**config.mk**
```make
export PLATFORM = sky130hd
export DESIGN_NAME = uart_periph
export DESIGN_NICKNAME = d
export VERILOG_FILES = /design/src/rtl/uart_periph_pkg.sv /design/src/rtl/uart_tx_fifo.sv /design/src/rtl/uart_periph.sv
export SDC_FILE = /design/constraint.sdc
export NUM_CORES = 1
export LEC_CHECK = 0
export ABC_AREA = 1
export CAP_MARGIN = 30
export CORE_MARGIN = 1.5
export CORE_UTILIZATION = 40
export DETAILED_ROUTE_END_ITERATION = 10
export DONT_BUFFER_PORTS = 1
export PLACE_DENSITY_LB_ADDON = 0.08
export SLEW_MARGIN = 40
export SYNTH_ARGS = -nofsm -noshare
export SYNTH_HDL_FRONTEND = slang
export SYNTH_SLANG_ARGS = --single-unit
```
**constraint.sdc**
```tcl
create_clock -name clk -period 2.2 [get_ports clk]
set_clock_uncertainty 0.05 [all_clocks]
set_input_delay 0.55 -clock clk [delete_from_list [all_inputs] [get_ports clk]]
set_output_delay 0.55 -clock clk [all_outputs]
set_load 0.05 [all_outputs]
```
**src/rtl/uart_periph_pkg.sv**
```systemverilog
// rtl/uart_periph_pkg.sv - register map, status bit indices, FSM state types and divisor helper for uart_periph.
package uart_periph_pkg;

  localparam int DIV_W = 16;

  localparam logic [5:0] REG_DATA    = 6'd0;
  localparam logic [5:0] REG_STATUS  = 6'd1;
  localparam logic [5:0] REG_DIVISOR = 6'd2;

  localparam int ST_TX_FULL    = 0;
  localparam int ST_TX_IDLE    = 1;
  localparam int ST_RX_VALID   = 2;
  localparam int ST_RX_OVERRUN = 3;
  localparam int ST_FRAME_ERR  = 4;

  typedef enum logic {
    BUS_IDLE,
    BUS_ACK
  } bus_state_e;

  typedef enum logic [1:0] {
    TX_IDLE,
    TX_START,
    TX_DATA,
    TX_STOP
  } tx_state_e;

  typedef enum logic [1:0] {
    RX_IDLE,
    RX_START,
    RX_DATA,
    RX_STOP
  } rx_state_e;

  // A programmed divisor of zero behaves as one clock per bit.
  function automatic logic [DIV_W-1:0] eff_div(input logic [DIV_W-1:0] d);
    return (d == '0) ? DIV_W'(1) : d;
  endfunction

endpackage

```
**src/rtl/uart_tx_fifo.sv**
```systemverilog
// rtl/uart_tx_fifo.sv - synchronous FIFO with extra-MSB pointers; a pop frees a slot for a same-cycle push.
module uart_tx_fifo #(
  parameter int DEPTH = 8,
  parameter int WIDTH = 8
) (
  input  logic             clk,
  input  logic             nrst,
  input  logic             push,
  input  logic [WIDTH-1:0] push_data,
  input  logic             pop,
  output logic [WIDTH-1:0] pop_data,
  output logic             full,
  output logic             empty
);

  localparam int AW = $clog2(DEPTH);

  logic [AW:0]      wr_ptr_q, wr_ptr_d;
  logic [AW:0]      rd_ptr_q, rd_ptr_d;
  logic [WIDTH-1:0] mem_q [DEPTH];
  logic             do_push, do_pop;

  assign empty    = (wr_ptr_q == rd_ptr_q);
  assign full     = (wr_ptr_q[AW] != rd_ptr_q[AW]) && (wr_ptr_q[AW-1:0] == rd_ptr_q[AW-1:0]);
  assign do_pop   = pop && !empty;
  assign do_push  = push && (!full || do_pop);
  assign pop_data = mem_q[rd_ptr_q[AW-1:0]];

  always_comb begin
    wr_ptr_d = wr_ptr_q + {{AW{1'b0}}, do_push};
    rd_ptr_d = rd_ptr_q + {{AW{1'b0}}, do_pop};
  end

  always_ff @(posedge clk or negedge nrst) begin
    if (!nrst) begin
      wr_ptr_q <= '0;
      rd_ptr_q <= '0;
    end else begin
      wr_ptr_q <= wr_ptr_d;
      rd_ptr_q <= rd_ptr_d;
    end
  end

  always_ff @(posedge clk) begin
    if (do_push) mem_q[wr_ptr_q[AW-1:0]] <= push_data;
  end

endmodule

```
**src/rtl/uart_periph.sv**
```systemverilog
// rtl/uart_periph.sv - memory-mapped 8N1 UART: bus slave, TX FIFO and serialiser.
// The receiver and its status bits exist only when UART_PERIPH_RX_EN is defined.
module uart_periph
  import uart_periph_pkg::*;
#(
  parameter int TX_DEPTH = 8,
  parameter int CLK_DIV  = 208
) (
  input  logic        clk,
  input  logic        nrst,
  input  logic        mem_valid,
  output logic        mem_ready,
  input  logic [5:0]  mem_addr,
  input  logic [31:0] mem_wdata,
  input  logic [3:0]  mem_wstrb,
  output logic [31:0] mem_rdata,
  output logic        uart_tx,
  input  logic        uart_rx
);

  bus_state_e       bus_state_q, bus_state_d;
  logic [DIV_W-1:0] div_q, div_d, div_m1;
  logic             acc, is_write, wr_acc, rd_acc, data_push_req;
  logic             fifo_push, fifo_pop, fifo_full, fifo_empty;
  logic [7:0]       fifo_rdata;

  tx_state_e        tx_state_q, tx_state_d;
  logic [DIV_W-1:0] tx_cnt_q, tx_cnt_d;
  logic [2:0]       tx_bit_q, tx_bit_d;
  logic [7:0]       tx_shift_q, tx_shift_d;
  logic             tx_q, tx_d, tx_tick, tx_idle;

  logic [7:0]       rx_byte;
  logic             rx_valid, rx_overrun, frame_err;
  logic [4:0]       status;
  logic [31:0]      rdata;
  logic             unused_ok;

  assign acc           = (bus_state_q == BUS_ACK);
  assign is_write      = |mem_wstrb;
  assign wr_acc        = acc && is_write;
  assign rd_acc        = acc && !is_write;
  assign data_push_req = mem_valid && (mem_addr == REG_DATA) && mem_wstrb[0];
  assign fifo_push     = wr_acc && (mem_addr == REG_DATA) && mem_wstrb[0];
  assign div_m1        = eff_div(div_q) - DIV_W'(1);
  assign mem_ready     = acc;
  assign mem_rdata     = rdata;
  assign uart_tx       = tx_q;
  assign unused_ok     = ^{mem_wdata[31:16], mem_wstrb[3:2], uart_rx};

  uart_tx_fifo #(
    .DEPTH (TX_DEPTH),
    .WIDTH (8)
  ) u_fifo (
    .clk       (clk),
    .nrst      (nrst),
    .push      (fifo_push),
    .push_data (mem_wdata[7:0]),
    .pop       (fifo_pop),
    .pop_data  (fifo_rdata),
    .full      (fifo_full),
    .empty     (fifo_empty)
  );

  // A DATA write to a full FIFO is held in IDLE, so the push in ACK always has room.
  always_comb begin
    bus_state_d = bus_state_q;
    case (bus_state_q)
      BUS_IDLE: if (mem_valid && !(data_push_req && fifo_full)) bus_state_d = BUS_ACK;
      BUS_ACK:  bus_state_d = BUS_IDLE;
      default:  bus_state_d = BUS_IDLE;
    endcase
  end

  always_comb begin
    div_d = div_q;
    if (wr_acc && (mem_addr == REG_DIVISOR)) begin
      if (mem_wstrb[0]) div_d[7:0]  = mem_wdata[7:0];
      if (mem_wstrb[1]) div_d[15:8] = mem_wdata[15:8];
    end
  end

  assign tx_idle = fifo_empty && (tx_state_q == TX_IDLE);

  always_comb begin
    status                = '0;
    status[ST_TX_FULL]    = fifo_full;
    status[ST_TX_IDLE]    = tx_idle;
    status[ST_RX_VALID]   = rx_valid;
    status[ST_RX_OVERRUN] = rx_overrun;
    status[ST_FRAME_ERR]  = frame_err;
  end

  always_comb begin
    rdata = '0;
    if (rd_acc) begin
      case (mem_addr)
        REG_DATA:    rdata = {24'h0, rx_byte};
        REG_STATUS:  rdata = {27'h0, status};
        REG_DIVISOR: rdata = {16'h0, div_q};
        default:     rdata = '0;
      endcase
    end
  end

  assign tx_tick = (tx_cnt_q == '0);

  // STOP chains straight into the next START when bytes are waiting.
  always_comb begin
    tx_state_d = tx_state_q;
    tx_cnt_d   = tx_cnt_q;
    tx_bit_d   = tx_bit_q;
    tx_shift_d = tx_shift_q;
    fifo_pop   = 1'b0;
    case (tx_state_q)
      TX_IDLE: begin
        if (!fifo_empty) begin
          fifo_pop   = 1'b1;
          tx_state_d = TX_START;
          tx_cnt_d   = div_m1;
          tx_shift_d = fifo_rdata;
        end
      end
      TX_START: begin
        if (tx_tick) begin
          tx_state_d = TX_DATA;
          tx_cnt_d   = div_m1;
          tx_bit_d   = '0;
        end else begin
          tx_cnt_d = tx_cnt_q - DIV_W'(1);
        end
      end
      TX_DATA: begin
        if (tx_tick) begin
          tx_cnt_d = div_m1;
          if (tx_bit_q == 3'd7) begin
            tx_state_d = TX_STOP;
          end else begin
            tx_bit_d   = tx_bit_q + 3'd1;
            tx_shift_d = {1'b0, tx_shift_q[7:1]};
          end
        end else begin
          tx_cnt_d = tx_cnt_q - DIV_W'(1);
        end
      end
      TX_STOP: begin
        if (tx_tick) begin
          if (!fifo_empty) begin
            fifo_pop   = 1'b1;
            tx_state_d = TX_START;
            tx_cnt_d   = div_m1;
            tx_shift_d = fifo_rdata;
          end else begin
            tx_state_d = TX_IDLE;
          end
        end else begin
          tx_cnt_d = tx_cnt_q - DIV_W'(1);
        end
      end
      default: tx_state_d = TX_IDLE;
    endcase

    case (tx_state_d)
      TX_START: tx_d = 1'b0;
      TX_DATA:  tx_d = tx_shift_d[0];
      default:  tx_d = 1'b1;
    endcase
  end

  always_ff @(posedge clk or negedge nrst) begin
    if (!nrst) begin
      bus_state_q <= BUS_IDLE;
      div_q       <= DIV_W'(CLK_DIV);
      tx_state_q  <= TX_IDLE;
      tx_cnt_q    <= '0;
      tx_bit_q    <= '0;
      tx_shift_q  <= '0;
      tx_q        <= 1'b1;
    end else begin
      bus_state_q <= bus_state_d;
      div_q       <= div_d;
      tx_state_q  <= tx_state_d;
      tx_cnt_q    <= tx_cnt_d;
      tx_bit_q    <= tx_bit_d;
      tx_shift_q  <= tx_shift_d;
      tx_q        <= tx_d;
    end
  end

`ifdef UART_PERIPH_RX_EN
  rx_state_e        rx_state_q, rx_state_d;
  logic [1:0]       rx_sync_q, rx_sync_d;
  logic             rx_prev_q, rx_prev_d, rx_s, rx_tick, rx_read, rx_w1c, rx_good, rx_bad;
  logic [DIV_W-1:0] rx_cnt_q, rx_cnt_d, rx_half, rx_half_m1;
  logic [2:0]       rx_bit_q, rx_bit_d;
  logic [7:0]       rx_shift_q, rx_shift_d, rx_byte_q, rx_byte_d;
  logic             rx_valid_q, rx_valid_d, rx_overrun_q, rx_overrun_d, frame_err_q, frame_err_d;

  assign rx_s       = rx_sync_q[1];
  assign rx_tick    = (rx_cnt_q == '0);
  assign rx_half    = eff_div(div_q) >> 1;
  assign rx_half_m1 = (rx_half == '0) ? '0 : rx_half - DIV_W'(1);
  assign rx_read    = rd_acc && (mem_addr == REG_DATA);
  assign rx_w1c     = wr_acc && (mem_addr == REG_STATUS) && mem_wstrb[0];
  assign rx_byte    = rx_byte_q;
  assign rx_valid   = rx_valid_q;
  assign rx_overrun = rx_overrun_q;
  assign frame_err  = frame_err_q;

  always_comb begin
    rx_sync_d  = {rx_sync_q[0], uart_rx};
    rx_prev_d  = rx_s;
    rx_state_d = rx_state_q;
    rx_cnt_d   = rx_cnt_q;
    rx_bit_d   = rx_bit_q;
    rx_shift_d = rx_shift_q;
    rx_good    = 1'b0;
    rx_bad     = 1'b0;
    case (rx_state_q)
      RX_IDLE: begin
        if (rx_prev_q && !rx_s) begin
          rx_state_d = RX_START;
          rx_cnt_d   = rx_half_m1;
        end
      end
      RX_START: begin
        if (rx_tick) begin
          rx_state_d = rx_s ? RX_IDLE : RX_DATA;
          rx_cnt_d   = div_m1;
          rx_bit_d   = '0;
        end else begin
          rx_cnt_d = rx_cnt_q - DIV_W'(1);
        end
      end
      RX_DATA: begin
        if (rx_tick) begin
          rx_shift_d = {rx_s, rx_shift_q[7:1]};
          rx_cnt_d   = div_m1;
          if (rx_bit_q == 3'd7) rx_state_d = RX_STOP;
          else                  rx_bit_d   = rx_bit_q + 3'd1;
        end else begin
          rx_cnt_d = rx_cnt_q - DIV_W'(1);
        end
      end
      RX_STOP: begin
        if (rx_tick) begin
          rx_state_d = RX_IDLE;
          rx_good    = rx_s;
          rx_bad     = !rx_s;
        end else begin
          rx_cnt_d = rx_cnt_q - DIV_W'(1);
        end
      end
      default: rx_state_d = RX_IDLE;
    endcase

    // A read racing a new byte returns the old byte and does not count as overrun.
    rx_byte_d    = rx_byte_q;
    rx_valid_d   = rx_valid_q;
    rx_overrun_d = rx_overrun_q;
    frame_err_d  = frame_err_q;
    if (rx_read) rx_valid_d = 1'b0;
    if (rx_w1c && mem_wdata[ST_RX_OVERRUN]) rx_overrun_d = 1'b0;
    if (rx_w1c && mem_wdata[ST_FRAME_ERR])  frame_err_d  = 1'b0;
    if (rx_good) begin
      rx_byte_d  = rx_shift_q;
      rx_valid_d = 1'b1;
      if (rx_valid_q && !rx_read) rx_overrun_d = 1'b1;
    end
    if (rx_bad) frame_err_d = 1'b1;
  end

  always_ff @(posedge clk or negedge nrst) begin
    if (!nrst) begin
      rx_state_q   <= RX_IDLE;
      rx_sync_q    <= 2'b11;
      rx_prev_q    <= 1'b1;
      rx_cnt_q     <= '0;
      rx_bit_q     <= '0;
      rx_shift_q   <= '0;
      rx_byte_q    <= '0;
      rx_valid_q   <= 1'b0;
      rx_overrun_q <= 1'b0;
      frame_err_q  <= 1'b0;
    end else begin
      rx_state_q   <= rx_state_d;
      rx_sync_q    <= rx_sync_d;
      rx_prev_q    <= rx_prev_d;
      rx_cnt_q     <= rx_cnt_d;
      rx_bit_q     <= rx_bit_d;
      rx_shift_q   <= rx_shift_d;
      rx_byte_q    <= rx_byte_d;
      rx_valid_q   <= rx_valid_d;
      rx_overrun_q <= rx_overrun_d;
      frame_err_q  <= frame_err_d;
    end
  end
`else
  assign rx_byte    = '0;
  assign rx_valid   = 1'b0;
  assign rx_overrun = 1'b0;
  assign frame_err  = 1'b0;
`endif

endmodule
```
==> results_dict.tcl <==
set metrics [dict create \
    start_util 0.408 \
    grt_pass1_wl_um 29300 \
    fin_crit_sh 1.13 \
    synth_top_cell_area_share 0.285 \
    path_max_fanout 4 \
    min_path_type "input pin to flip-flop" \
    cts_tree "built" \
    arrival_ps 1890 \
    drive_gt1_frac 0.289 \
    synth-simple-area-share 0.280 \
    clkLatencyLatePin_ps 430 \
    grt_max_degree 56 \
    synthFlopType "edfxtp_1" \
    core_sq_um 16500 \
    max-cap-violations 0 \
    ys_async_sr_fraction 0.462 \
    worstRegToRegCells 10 \
    numCtsBuffers 17 \
    grt_pass1_vias 5725 \
    post-route-drc-count 0 \
    max_clock_freq_ghz 0.402 \
    synth_area_leader_cell "edfxtp_1" \
    rsz0062_at_grt "true" \
    port_buffers 0 \
    die_x_um 133 \
    htreeDepth 4 \
    core.rowCount 47 \
    fin_ws_ps -291 \
    wl_met1_um 8610 \
    syn_area_sq_um 6740 \
    p_per_area_nw_per_um2 1080 \
    vias 5915 \
    post-route-min-period_ps 2490 \
    ys_ff_latch 119 \
    final_common_cell "nand2_1" \
    syn-instance-count 818 \
    final_area_sq_um 9030 \
    layout_common_cells "213 x nand2_1, 120 x buf_4, 70 x inv_1, 69 x nor2_1, 64 x edfxtp_1" \
    dr.pass1.iters 5 \
    clk_path_buf_depth 2 \
    routedWlPerCell_um 15.3 \
    antenna_found_initial 0 \
    synth-edff-count 64 \
    wl_met2_um 8410 \
    crit_required_ps 1600 \
    final_util 0.546 \
    viasPerCell 5.04 \
    top_layer_used "met4" \
    path_class "flip-flop to output pin" \
    cts.sinks 119 \
    clk_pin_slew_ps 60 \
    synth_area_per_cell_sq_um 8.24 \
    area_growth_pct 34.0 \
    antenna_cells 0 \
    root_buffer "clkbuf_16" \
    worstSetupStartpointType "flip-flop" \
    grtUsageTotal 0.215 \
    overflow 0 \
    yosys_warnings 0 \
    leakage_uw 0.00403 \
    place_area_sq_um 8030 \
    peakVddDrop_mv 0.623 \
    synth_compound_area_frac 0.0908 \
    dp_hpwl_um 12900 \
    hold_depth 0 \
    io_pins 80 \
    synthXorXnorAreaFrac 0.0260 \
    routed_wl_um 18000 \
    synthMuxAreaShare 0.00334 \
    finalSetupViolations 69 \
    crit_path_end_kind "output pin" \
    ys_seq_area_frac 0.490 \
    routabilityCongestion 0.893 \
    first_iter_violations 369 \
    ys_types 47 \
    nFillCells 1467 \
    die_area_sq_um 17600 \
    maxSlewViolCount 0 \
    synthAdderAreaFrac 0.0223 \
    route.met3.wl_um 804 \
    ant_nets 0 \
    synth_top_family_by_area "simple AND/OR/NAND/NOR gates" \
    yosys-top-cells-area "edfxtp_1 29%, dfrtp_1 19%, nand2_1 12%" \
    finalNetCount 999 \
    failed_checks "negative setup slack" \
    hold_viol 0 \
    outcome "finished, violations left" \
    die_h_um 133 \
]
==> timing repair <==
item,4_1_cts,5_1_grt
setup buffers,6,6
gates resized for setup,31,38
setup endpoints to repair,77,85
pin swaps,18,37
hold endpoints to repair,55,0
hold buffers,2,0
cloned,0,0
==> layout make-up <==
cell class              instances  area (sq um)  area share
multi-input cells             586          3440       0.381
clock buffers                  17           425      0.0471
flip-flops and latches        119          3300       0.366
well taps                     220           275      0.0305
repair buffers                133          1110       0.123
inverters                      84           320      0.0355
clock inverters                15           156      0.0173
==> report_power, final <==
group / internal [uW] / switching [uW]
clock network: 1600 / 1140
logic: 1670 / 2460
registers: 2660 / 247
==> state kept, by name (all words and copies together), names as in the netlist <==
signal           flops
u_fifo.mem_q        64
div_q               16
tx_cnt_q            16
tx_shift_q           8
u_fifo.rd_ptr_q      4
u_fifo.wr_ptr_q      4
tx_bit_q             3
tx_state_q           2
mem_ready            1
uart_tx              1
==> kinds of logic (layout without fill, tap and decap cells) <==
group | count (synthesis) | count (layout)
compound gates | 104 | 104
xor+xnor | 20 | 20
fa+ha+maj | 12 | 12
buf+inv | 128 | 249
flops | 119 | 119
mux | 2 | 2
other cells | 1 | 16
simple gates | 432 | 432
==> synthesized netlist by cell type (8+ instances only) <==
master / instances
o22ai_1: 8
a21oi_1: 24
inv_1: 79
o21ai_0: 43
nand4_1: 13
nand3_1: 63
dfrtp_1: 51
edfxtp_1: 64
buf_4: 21
xor2_1: 14
nor2_1: 88
o211ai_1: 14
nand2_1: 224
ha_1: 12
nor3_1: 18
clkbuf_1: 12
==> critical path, cell delays in order (launching register included) <==
cell	delay, ps
dfrtp_1	430
inv_2	60
nand2_1	110
nand3_4	100
inv_2	50
nand2_1	40
or2_4	260
inv_2	50
nand2_2	50
a21oi_4	170
buf_12	150
==> path summary, 6_finish.rpt <==
| kind | startpoint | end | slack (ps) |
|---|---|---|---|
| max | u_fifo.rd_ptr_q[0]$_DFF_PN0_ | mem_rdata[0] | -290 |
| max in group asynchronous | nrst | div_q[4]$_DFFE_PN1P_ | 1180 |
| min | mem_wdata[3] | u_fifo.mem_q[0][3]$_DFFE_PP_ | 160 |
| min in group asynchronous | nrst | tx_shift_q[3]$_DFFE_PN0P_ | 590 |
| max reg2reg | tx_cnt_q[0]$_DFF_PN0_ | u_fifo.mem_q[5][1]$_DFFE_PP_ | -180 |
| min reg2reg | tx_shift_q[0]$_DFF_PN0_ | tx_shift_q[0]$_DFF_PN0_ | 450 |
==> per-stage QoR <==
| step | total power [uW] | worst slack [ps] | setup TNS [ps] | cells | hold slack (ps) |
|---|---|---|---|---|---|
| 6_report | 9780 | -291 | -9880 | 1174 | 164 |
| 5_1_grt | 10400 | -403 | -19160 | 1174 | 140 |
| 4_1_cts | 9710 | -329 | -9760 | 1168 | 150 |
| 3_5_place_dp | 6810 | -150 | -9200 | 1128 | 207 |
| 3_3_place_gp | 6740 | -118 | -6950 | 1128 | 206 |
| 2_1_floorplan | 5420 | -153 | -2180 | 833 | 204 |
==> layer usage <==
layer | vias to the layer above | global-route usage
met2 | 157 | 0.339
met4 | 0 | 0.0507
met1 | 2818 | 0.300
met3 | 20 | 0.0502
met5 | - | 0
li1 | 2920 | -
(Power assumes the default switching activity.)
